[src/rtl/fetch_unit_pkg.sv]
// rtl/fetch_unit_pkg.sv - shared refcpu definitions for the instruction fetch unit
package fetch_unit_pkg;

  localparam logic [31:0] REFCPU_RESET_PC = 32'hbfc00000;
  localparam logic [31:0] REFCPU_INST_BYTES = 32'd4;

  typedef enum logic [1:0] {
    IDLE = 2'd0,
    REQ  = 2'd1,
    WAIT = 2'd2,
    HOLD = 2'd3
  } fetch_state_t;

endpackage

[src/rtl/fetch_unit.sv]
// rtl/fetch_unit.sv - single-outstanding instruction fetch with branch delay slot tracking
module fetch_unit
  import fetch_unit_pkg::*;
#(
  parameter logic [31:0] RESET_PC = REFCPU_RESET_PC
) (
  input  logic        clk,
  input  logic        resetn,
  output logic        ireq_valid,
  output logic [31:0] ireq_addr,
  input  logic        ireq_ready,
  input  logic        iresp_valid,
  input  logic [31:0] iresp_data,
  output logic        inst_valid,
  output logic [31:0] inst,
  output logic [31:0] inst_pc,
  output logic        inst_in_delay,
  input  logic        done_valid,
  input  logic        done_branch,
  input  logic [31:0] done_target,
  input  logic        flush_valid,
  input  logic [31:0] flush_pc,
  output logic        fatal
);

  fetch_state_t state_q, state_d;
  logic [31:0]  pc_q, pc_d;
  logic         delayed_q, delayed_d;
  logic [31:0]  delayed_pc_q, delayed_pc_d;
  logic         discard_q, discard_d;
  logic         fatal_q, fatal_d;
  logic         inst_valid_q, inst_valid_d;
  logic [31:0]  inst_q, inst_d;
  logic [31:0]  inst_pc_q, inst_pc_d;
  logic         inst_in_delay_q, inst_in_delay_d;

  always_ff @(posedge clk or negedge resetn) begin
    if (!resetn) begin
      state_q         <= IDLE;
      pc_q            <= RESET_PC;
      delayed_q       <= 1'b0;
      delayed_pc_q    <= 32'h0;
      discard_q       <= 1'b0;
      fatal_q         <= 1'b0;
      inst_valid_q    <= 1'b0;
      inst_q          <= 32'h0;
      inst_pc_q       <= 32'h0;
      inst_in_delay_q <= 1'b0;
    end else begin
      state_q         <= state_d;
      pc_q            <= pc_d;
      delayed_q       <= delayed_d;
      delayed_pc_q    <= delayed_pc_d;
      discard_q       <= discard_d;
      fatal_q         <= fatal_d;
      inst_valid_q    <= inst_valid_d;
      inst_q          <= inst_d;
      inst_pc_q       <= inst_pc_d;
      inst_in_delay_q <= inst_in_delay_d;
    end
  end

  always_comb begin
    state_d         = state_q;
    pc_d            = pc_q;
    delayed_d       = delayed_q;
    delayed_pc_d    = delayed_pc_q;
    discard_d       = discard_q;
    fatal_d         = fatal_q;
    inst_valid_d    = inst_valid_q;
    inst_d          = inst_q;
    inst_pc_d       = inst_pc_q;
    inst_in_delay_d = inst_in_delay_q;

    unique case (state_q)
      IDLE: state_d = REQ;
      REQ: begin
        // A stale response from before a flush must drain before the next request goes out
        if (discard_q) begin
          if (iresp_valid) discard_d = 1'b0;
        end else if (ireq_ready) begin
          state_d = WAIT;
        end
      end
      WAIT: begin
        if (iresp_valid) begin
          inst_d          = iresp_data;
          inst_pc_d       = pc_q;
          inst_in_delay_d = delayed_q;
          inst_valid_d    = 1'b1;
          state_d         = HOLD;
        end
      end
      HOLD: begin
        if (done_valid) begin
          inst_valid_d = 1'b0;
          state_d      = REQ;
          if (delayed_q) begin
            pc_d      = delayed_pc_q;
            delayed_d = 1'b0;
            if (done_branch) fatal_d = 1'b1;
          end else begin
            pc_d = pc_q + REFCPU_INST_BYTES;
            if (done_branch) begin
              delayed_d    = 1'b1;
              delayed_pc_d = done_target;
            end
          end
        end
      end
      default: state_d = IDLE;
    endcase

    if (flush_valid) begin
      pc_d         = flush_pc;
      delayed_d    = 1'b0;
      inst_valid_d = 1'b0;
      state_d      = REQ;
      // A response arriving in the flush cycle itself is dropped here and needs no discard
      if ((state_q == WAIT && !iresp_valid) ||
          (state_q == REQ && !discard_q && ireq_ready))
        discard_d = 1'b1;
    end
  end

  assign ireq_valid    = (state_q == REQ) && !discard_q;
  assign ireq_addr     = pc_q;
  assign inst_valid    = inst_valid_q;
  assign inst          = inst_q;
  assign inst_pc       = inst_pc_q;
  assign inst_in_delay = inst_in_delay_q;
  assign fatal         = fatal_q;

endmodule

[config.mk]
export PLATFORM = sky130hd
export DESIGN_NAME = fetch_unit
export DESIGN_NICKNAME = d
export VERILOG_FILES = /design/src/rtl/fetch_unit_pkg.sv /design/src/rtl/fetch_unit.sv
export SDC_FILE = /design/constraint.sdc
export NUM_CORES = 1
export LEC_CHECK = 0
export ABC_AREA = 1
export BUFFER_PORTS_ARGS = -buffer_cell sky130_fd_sc_hd__buf_4
export CELL_PAD_IN_SITES_DETAIL_PLACEMENT = 2
export CELL_PAD_IN_SITES_GLOBAL_PLACEMENT = 2
export CORE_ASPECT_RATIO = 1.4
export CORE_UTILIZATION = 32
export DETAILED_ROUTE_END_ITERATION = 6
export HOLD_SLACK_MARGIN = 0.02
export MAX_ROUTING_LAYER = met4
export PLACE_DENSITY_LB_ADDON = 0.1
export SYNTH_ARGS = -nofsm -noshare
export SYNTH_HDL_FRONTEND = slang
export SYNTH_SLANG_ARGS = --single-unit
export TNS_END_PERCENT = 50
[constraint.sdc]
create_clock -name clk -period 4.8 [get_ports clk]
set_clock_uncertainty 0.15 [all_clocks]
set_input_delay 0.48 -clock clk [delete_from_list [all_inputs] [get_ports clk]]
set_output_delay 0.48 -clock clk [all_outputs]
set_load 0.03 [all_outputs]
==> results of run 1 <==
[sequential cells by signal (all words and copies together), names as in the netlist, 2 cells and up]
name,flops
inst,32
inst_pc,32
delayed_pc_q,32
state_q,2
ireq_addr,32
[stage by stage]
stage / cells / area [µm²] / hold WS (ns)
final: 1172 / 8870 / -0.0249
after global routing: 1172 / 8870 / 0.0472
after global placement: 1140 / 8270 / 0.315
after floorplan: 713 / 6520 / 0.0344
after CTS: 1172 / 8870 / 0.0232
after detailed placement: 1140 / 8270 / 0.324
[power groups by stage]
stage | clock network, mW | registers [mW] | logic, mW
after global placement | 0 | 1.96 | 2.17
after global routing | 1.42 | 2.05 | 2.41
final | 1.34 | 1.98 | 2.23
after CTS | 1.38 | 1.99 | 2.27
after detailed placement | 0 | 2.01 | 2.25
after floorplan | 0 | 2.54 | 0.736
[critical path: stages (launching register included)]
cell and delay (ns):
dfrtp_1 0.43, ha_1 0.32, nand2_1 0.08, nand2_1 0.63, inv_1 0.60, nand2_1 0.16, o21ai_0 0.09
[per-layer routing]
layer  vias to the layer above  routed length (µm)
li1                       2738                   -
met3                        29                1220
met2                       187               11400
met4                         0                 399
met1                      2849                9370
met5                         -                   0
[kinds of logic (layout without fill, tap and decap cells)]
kind of cell,count (synthesis),in the layout
buffers and inverters,89,296
AOI/OAI and AO/OA,107,107
DFF,135,135
adders and majority gates,5,5
and+or+nand+nor,299,299
xor gates and xnor gates,7,7
muxes,71,71
[cell usage after synthesis, drive strengths merged]
cell	instances
a211oi	3
a21o	1
a21oi	23
a31oi	1
a41o	1
and2	3
buf	17
clkbuf	16
dfrtp	126
dfstp	9
ha	5
inv	56
mux2	71
nand2	194
nand3	49
nand4	4
nor2	43
nor3	1
nor3b	1
o211ai	4
o21ai	68
o21bai	1
o22ai	4
o31ai	1
or2	4
xnor2	1
xor2	6
[cell type report]
class                      instances  area [µm²]
clock inverter                    14         161
fill                            2230       11100
clock buffer                      18         439
multi-input combinational        489        2790
timing repair buffer             208        1570
inverter                          56         210
sequential                       135        3390
tap                              252         315
[worst min-delay path by stage]
stage,depth (start not counted),end,slack (ns)
CTS,1,inst[0],0.02
finish,1,inst[1],-0.02
detailed placement,2,inst_in_delay,0.32
global route,1,inst[0],0.05
global placement,1,fatal,0.31
floorplan,0,delayed_pc_q[0],0.03
==> run metrics, run 1 <==
final-layout setup total negative slack 0 ns; worst-case clock buffer depth 2; synthesized netlist cell count 713; global placer's final weighted congestion 0.810; I/O Pins 203; Die Outline Area about 0.021 mm²; CTS Root Cell clkbuf_16; final setup fails 0; unrepaired setup endpoints after global routing false; total clock buffers created by CTS 17; post-CTS repair timing setup buffer count 0; fin. max-slew vios 0; crit path launch type flip-flop; mean post-synth cell area ~9 µm²; global-route wire length before repair 35,600 µm; Clk pwr share between 20% and 30%; largest family of logic cells by synthesized area simple AND/OR/NAND/NOR gates; total vias in the final route 5,803; share of synthesized cell area in and, or, nand and nor gates 19.7%; drt wl/cell between 15 and 20 µm; arrival time at the worst endpoint 2.74 ns; Std-Cell Core Area 0.0199 mm²; Worst Reg-to-Reg Cells 6; worst-skew pair later-pin latency 0.43 ns; Tot GR Track Use 23.3%; number of sinks on the clock net 135; maximum vdd drop 0.241 mV; IO Port Bufs 202; highest fanout seen on the critical path 26; Post-CTS Hold Fix Bufs 0; sequential fraction of design power 35.7%; highest-count cells in the layout ignoring fill and taps 207 x buf_4, 188 x nand2_1, 126 x dfrtp_1; Critical R2R Launch state_q[0]; global route hottest layer met2; endpoint of the worst setup timing path ireq_addr[6]; cells taking the most area after synthesis dfrtp_1 48%, mux2_2 12%, nand2_1 11%, o21ai_0 5.1%, nand3_1 3.8%; Yosys cell types 33; leading cell type in the layout, fill and taps excluded buf_4; post-synth design cell area 0.00652 mm²; clk slew on worst S/H paths 0.07 ns; xor and xnor area share after synthesis 0.940%; area leader, netlist dfrtp_1; number of detailed-routing iterations run before antenna repair 4; x dimension of the die approximately 120 µm; Critical Setup Path Class flip-flop to flip-flop; Initial Util 32.7%; highest attainable clock frequency 383 MHz; reg-to-reg slack, setup 2.19 ns; total overflow reported by the global router 0; layout overhead on the synthesized area 36.0%; Global Route met3 Usage just under 5%; number of violations of the max-capacitance limit 0; DRC violations left 0; Worst slew margin between 30% and 40%; sort of element at the end of the critical path flip-flop; Least-Margin Pin Slew 1.03 ns; sequential fraction of the synthesis area 52.0%; launch point of the critical path state_q[0]; combinational fraction of design power 40.1%; share of post-route cells with drive strength above 1 36.8%; final worst slack 2.19 ns; global routing met1 resource utilization between 20% and 30%; Cell Rows a little over 60; top cell type's share of synthesized area 48.3%; number of DRC markers after the initial detailed-route iteration 212; H-tree levels 4; total nets after synthesis 821; hold slack -0.0249 ns; final core utilization 44.5%; required time at the worst-slack endpoint between 4 and 5 ns; hold violation total from the final report 8; Antenna Violating Nets Remaining 0; Die Ht 171 µm; classification of the worst-slack hold path primary input to async pin; complex-gate fraction of the synthesized area 8.76%; maximum number of pins on one net before global-route repair between 90 and 100; #FFs+latches synth 135; leakage between 4 and 5 nW; pre-CTS setup slack between 1.5 and 2 ns; antenna violations before repair 0; final layout net count about 1k; dpl hpwl 16,700 µm; total chip power 5.55 mW; status finished with violations; met2 demand-to-capacity share in global routing 39.1%; Sw Pwr 2.26 mW; sw frac between 40% and 50%; crit path time final 2.61 ns; clock tree from TritonCTS yes; reg2reg end ireq_addr[6]; violated checks negative hold slack; number of global-route vias before repair 6,578; post-CTS resize count 0; number of antenna repair diodes 0; post-synthesis adder-cell area fraction 0.959%; power per cell area approximately 630 mW/mm²; count of synthesis-stage warnings from yosys 0; portion of the clock cycle consumed by the worst path in the final layout 54.4%; Internal 3.29 mW; via-per-instance ratio 4.95; wire length reported by the detailed router 22,400 µm; share of synthesized area spent on multiplexers 12.3%
Power figures use the tool's default switching activity.
==> run 2, diff against run 1 <==
ABC_AREA = 0   (was 1)
clock period = 2.72 ns   (was 4.8 ns; I/O delays follow)
==> run metrics, run 2 <==
number of antenna repair diodes 0; Tot GR Track Use about 24%; dpl hpwl 15,200 µm; cells taking the most area after synthesis dfrtp_1 50%, mux2_2 18%, dfstp_2 3.7%, a21oi_1 3.2%, nand2_1 2.8%; highest attainable clock frequency ~410 MHz; antenna violations before repair 0; reg2reg end ireq_addr[18]; maximum number of pins on one net before global-route repair 57; top cells by count, synth 126 x dfrtp_1, 99 x mux2_2, 47 x nand2_1; largest family of logic cells by synthesized area multiplexers; total clock buffers created by CTS 17; final layout net count 964; global placer's final weighted congestion ~0.75; area leader, netlist dfrtp_1; Primary FF master, synth dfrtp_1; post-CTS resize count 0; Cell Rows 60; drt wl/cell 20.6 µm; total vias in the final route between 5k and 6k; total nets after synthesis 670; cell count after placement 992; arrival time at the worst endpoint 2.59 ns; share of synthesized cell area in and, or, nand and nor gates 12.1%; global-route wire length before repair 36,200 µm; sort of element at the end of the critical path flip-flop; sequential standard cell area 0.00339 mm²; final standard cell count with taps included and fillers excluded 1,117; number of flops mapped to enable cells by yosys 0; footprint of the multi-input gates 0.00277 mm²; worst hold start ireq_ready; classification of the worst-slack hold path primary input to flip-flop; Sw Pwr around 3.7 mW; complex-gate fraction of the synthesized area 10.2%; layout overhead on the synthesized area 53.5%; portion of the clock cycle consumed by the worst path in the final layout 88.7%; leading cell type in the layout, fill and taps excluded buf_4; combinational fraction of design power 40.8%; worst-case clock buffer depth 2; total chip power 9.65 mW; required time at the worst-slack endpoint 2.89 ns; leakage 4.46 nW; final setup fails 0; H-tree levels 4; top cell type's share of synthesized area 49.7%; number of violations of the max-capacitance limit 0; Post-CTS Hold Fix Bufs 93; Worst slew margin 60.8%; x dimension of the die 121 µm; IO Port Bufs 202; synthesized netlist cell count approximately 560; share of post-route cells with drive strength above 1 42.6%; unrepaired setup endpoints after global routing false; count of synthesis-stage warnings from yosys 0; fraction of registers with async set or reset after synthesis between 90% and 100%; wire length reported by the detailed router roughly 23,000 µm; final core utilization 50.5%; Worst Reg-to-Reg Cells 6; crit path launch type flip-flop; most repeated cell in the gate-level netlist after synthesis dfrtp_1; hold slack 0.0769 ns; mean post-synth cell area 11.3 µm²; via-per-instance ratio just over 5; post-synthesis adder-cell area fraction less than 1%; power per cell area 991 mW/mm²; Antenna Violating Nets Remaining 0; final-layout setup total negative slack 0 ns; sequential fraction of design power 35.3%; sequential fraction of the synthesis area between 50% and 60%; hold violation total from the final report 0; crit path time final 2.41 ns; I/O Pins 203; fin. max-slew vios 0; xor and xnor area share after synthesis 1.52%; post-CTS repair timing setup buffer count 0; CTS Root Cell clkbuf_16; #FFs+latches synth 135; number of global-route vias before repair between 6k and 7k; Least-Margin Pin Slew 0.587 ns; total overflow reported by the global router 0; number of DRC markers after the initial detailed-route iteration 180; Yosys cell types approximately 50; Clk pwr share between 20% and 30%; clk slew on worst S/H paths ~0.060 ns; share of synthesized area spent on multiplexers 18.7%; Critical Setup Path Class flip-flop to flip-flop; DRC violations left 0; Die Ht 169 µm; Fill cells approximately 1.9k; number of sinks on the clock net about 140; maximum vdd drop 0.443 mV; reg-to-reg slack, setup 0.31 ns; status finished, final reports clean; Critical R2R Launch ireq_addr[3]; end of the worst hold path discard_q; Internal 5.93 mW; Die Outline Area 0.0204 mm²; sw frac 38.6%; clock tree from TritonCTS yes; Std-Cell Core Area 0.0193 mm²; post-synth design cell area around 0.0063 mm²; worst-skew pair later-pin latency approximately 0.43 ns; worst hold path stage count 3; number of detailed-routing iterations run before antenna repair 4; highest-count cells in the layout ignoring fill and taps 213 x buf_4, 125 x dfrtp_1, 99 x mux2_2; Initial Util 32.9%; highest fanout seen on the critical path 7
run 2: cell count changes in the layout (fill, tap and decap cells not counted), moves of 7 or more:
| cell | change |
|---|---|
| inv_1 | -43 |
| dlygate4sd3_1 | +93 |
| a21oi_1 | +17 |
| nand3_1 | -30 |
| mux2i_1 | +7 |
| mux2_2 | +28 |
| nand2_1 | -143 |
| o21ai_0 | -37 |
run 2: cell type report:
class	instances	share of cell area (%)
clock buffer	18	4.41
clock inverter	14	1.54
inverter	13	0.501
multi-input combinational	377	28.4
sequential	135	34.8
tap	248	3.19
timing repair buffer	312	27.1
run 2: kinds of logic after synthesis:
kind of cell	count (synthesis)
buffers and inverters	50
flip-flops	135
XOR/XNOR	11
AO/OA/AOI/OAI	110
multiplexers	106
AND/OR/NAND/NOR	145
adder cells (fa/ha/maj)	5
run 2: through the flow:
stage | instance area, µm² | setup WS (ns)
after CTS | 9740 | 0.297
after global placement | 8230 | 0.407
final | 9740 | 0.308
after global routing | 9740 | 0.0542
after floorplan | 6340 | 0.385
after detailed placement | 8230 | 0.322
run 2: power by group through the flow:
stage / clock network, mW / logic [mW] / registers, mW
6_report: 2.31 / 3.93 / 3.41
5_1_grt: 2.43 / 4.18 / 3.52
4_1_cts: 2.35 / 3.94 / 3.41
3_5_place_dp: 0 / 3.81 / 3.44
3_3_place_gp: 0 / 3.70 / 3.37
2_1_floorplan: 0 / 1.24 / 4.38
run 2: how the worst max path moves through the flow:
stage / startpoint / to / slack (ns) / cells past startpoint
floorplan: ireq_addr[6] / ireq_addr[17] / 0.38 / 6
global placement: ireq_addr[3] / ireq_addr[18] / 0.41 / 6
detailed placement: ireq_addr[3] / ireq_addr[18] / 0.32 / 6
CTS: ireq_addr[3] / ireq_addr[18] / 0.30 / 6
global route: ireq_addr[3] / ireq_addr[18] / 0.05 / 6
finish: ireq_addr[3] / ireq_addr[18] / 0.31 / 6
run 2: critical path, stage by stage, from the launching register on:
cell and delay (ns):
dfrtp_1 0.46, ha_1 0.25, nand3_1 0.19, nor4_4 0.47, nand4_1 0.25, o31a_1 0.29, o32ai_1 0.25
run 2: metal layers:
layer	wire length, µm	share of wire (%)	GRT usage [%]
met3	1010	4.4	4.41
met2	12700	55	44.4
met4	497	2.2	8.27
met1	8720	38	25.5
met5	0	0	-
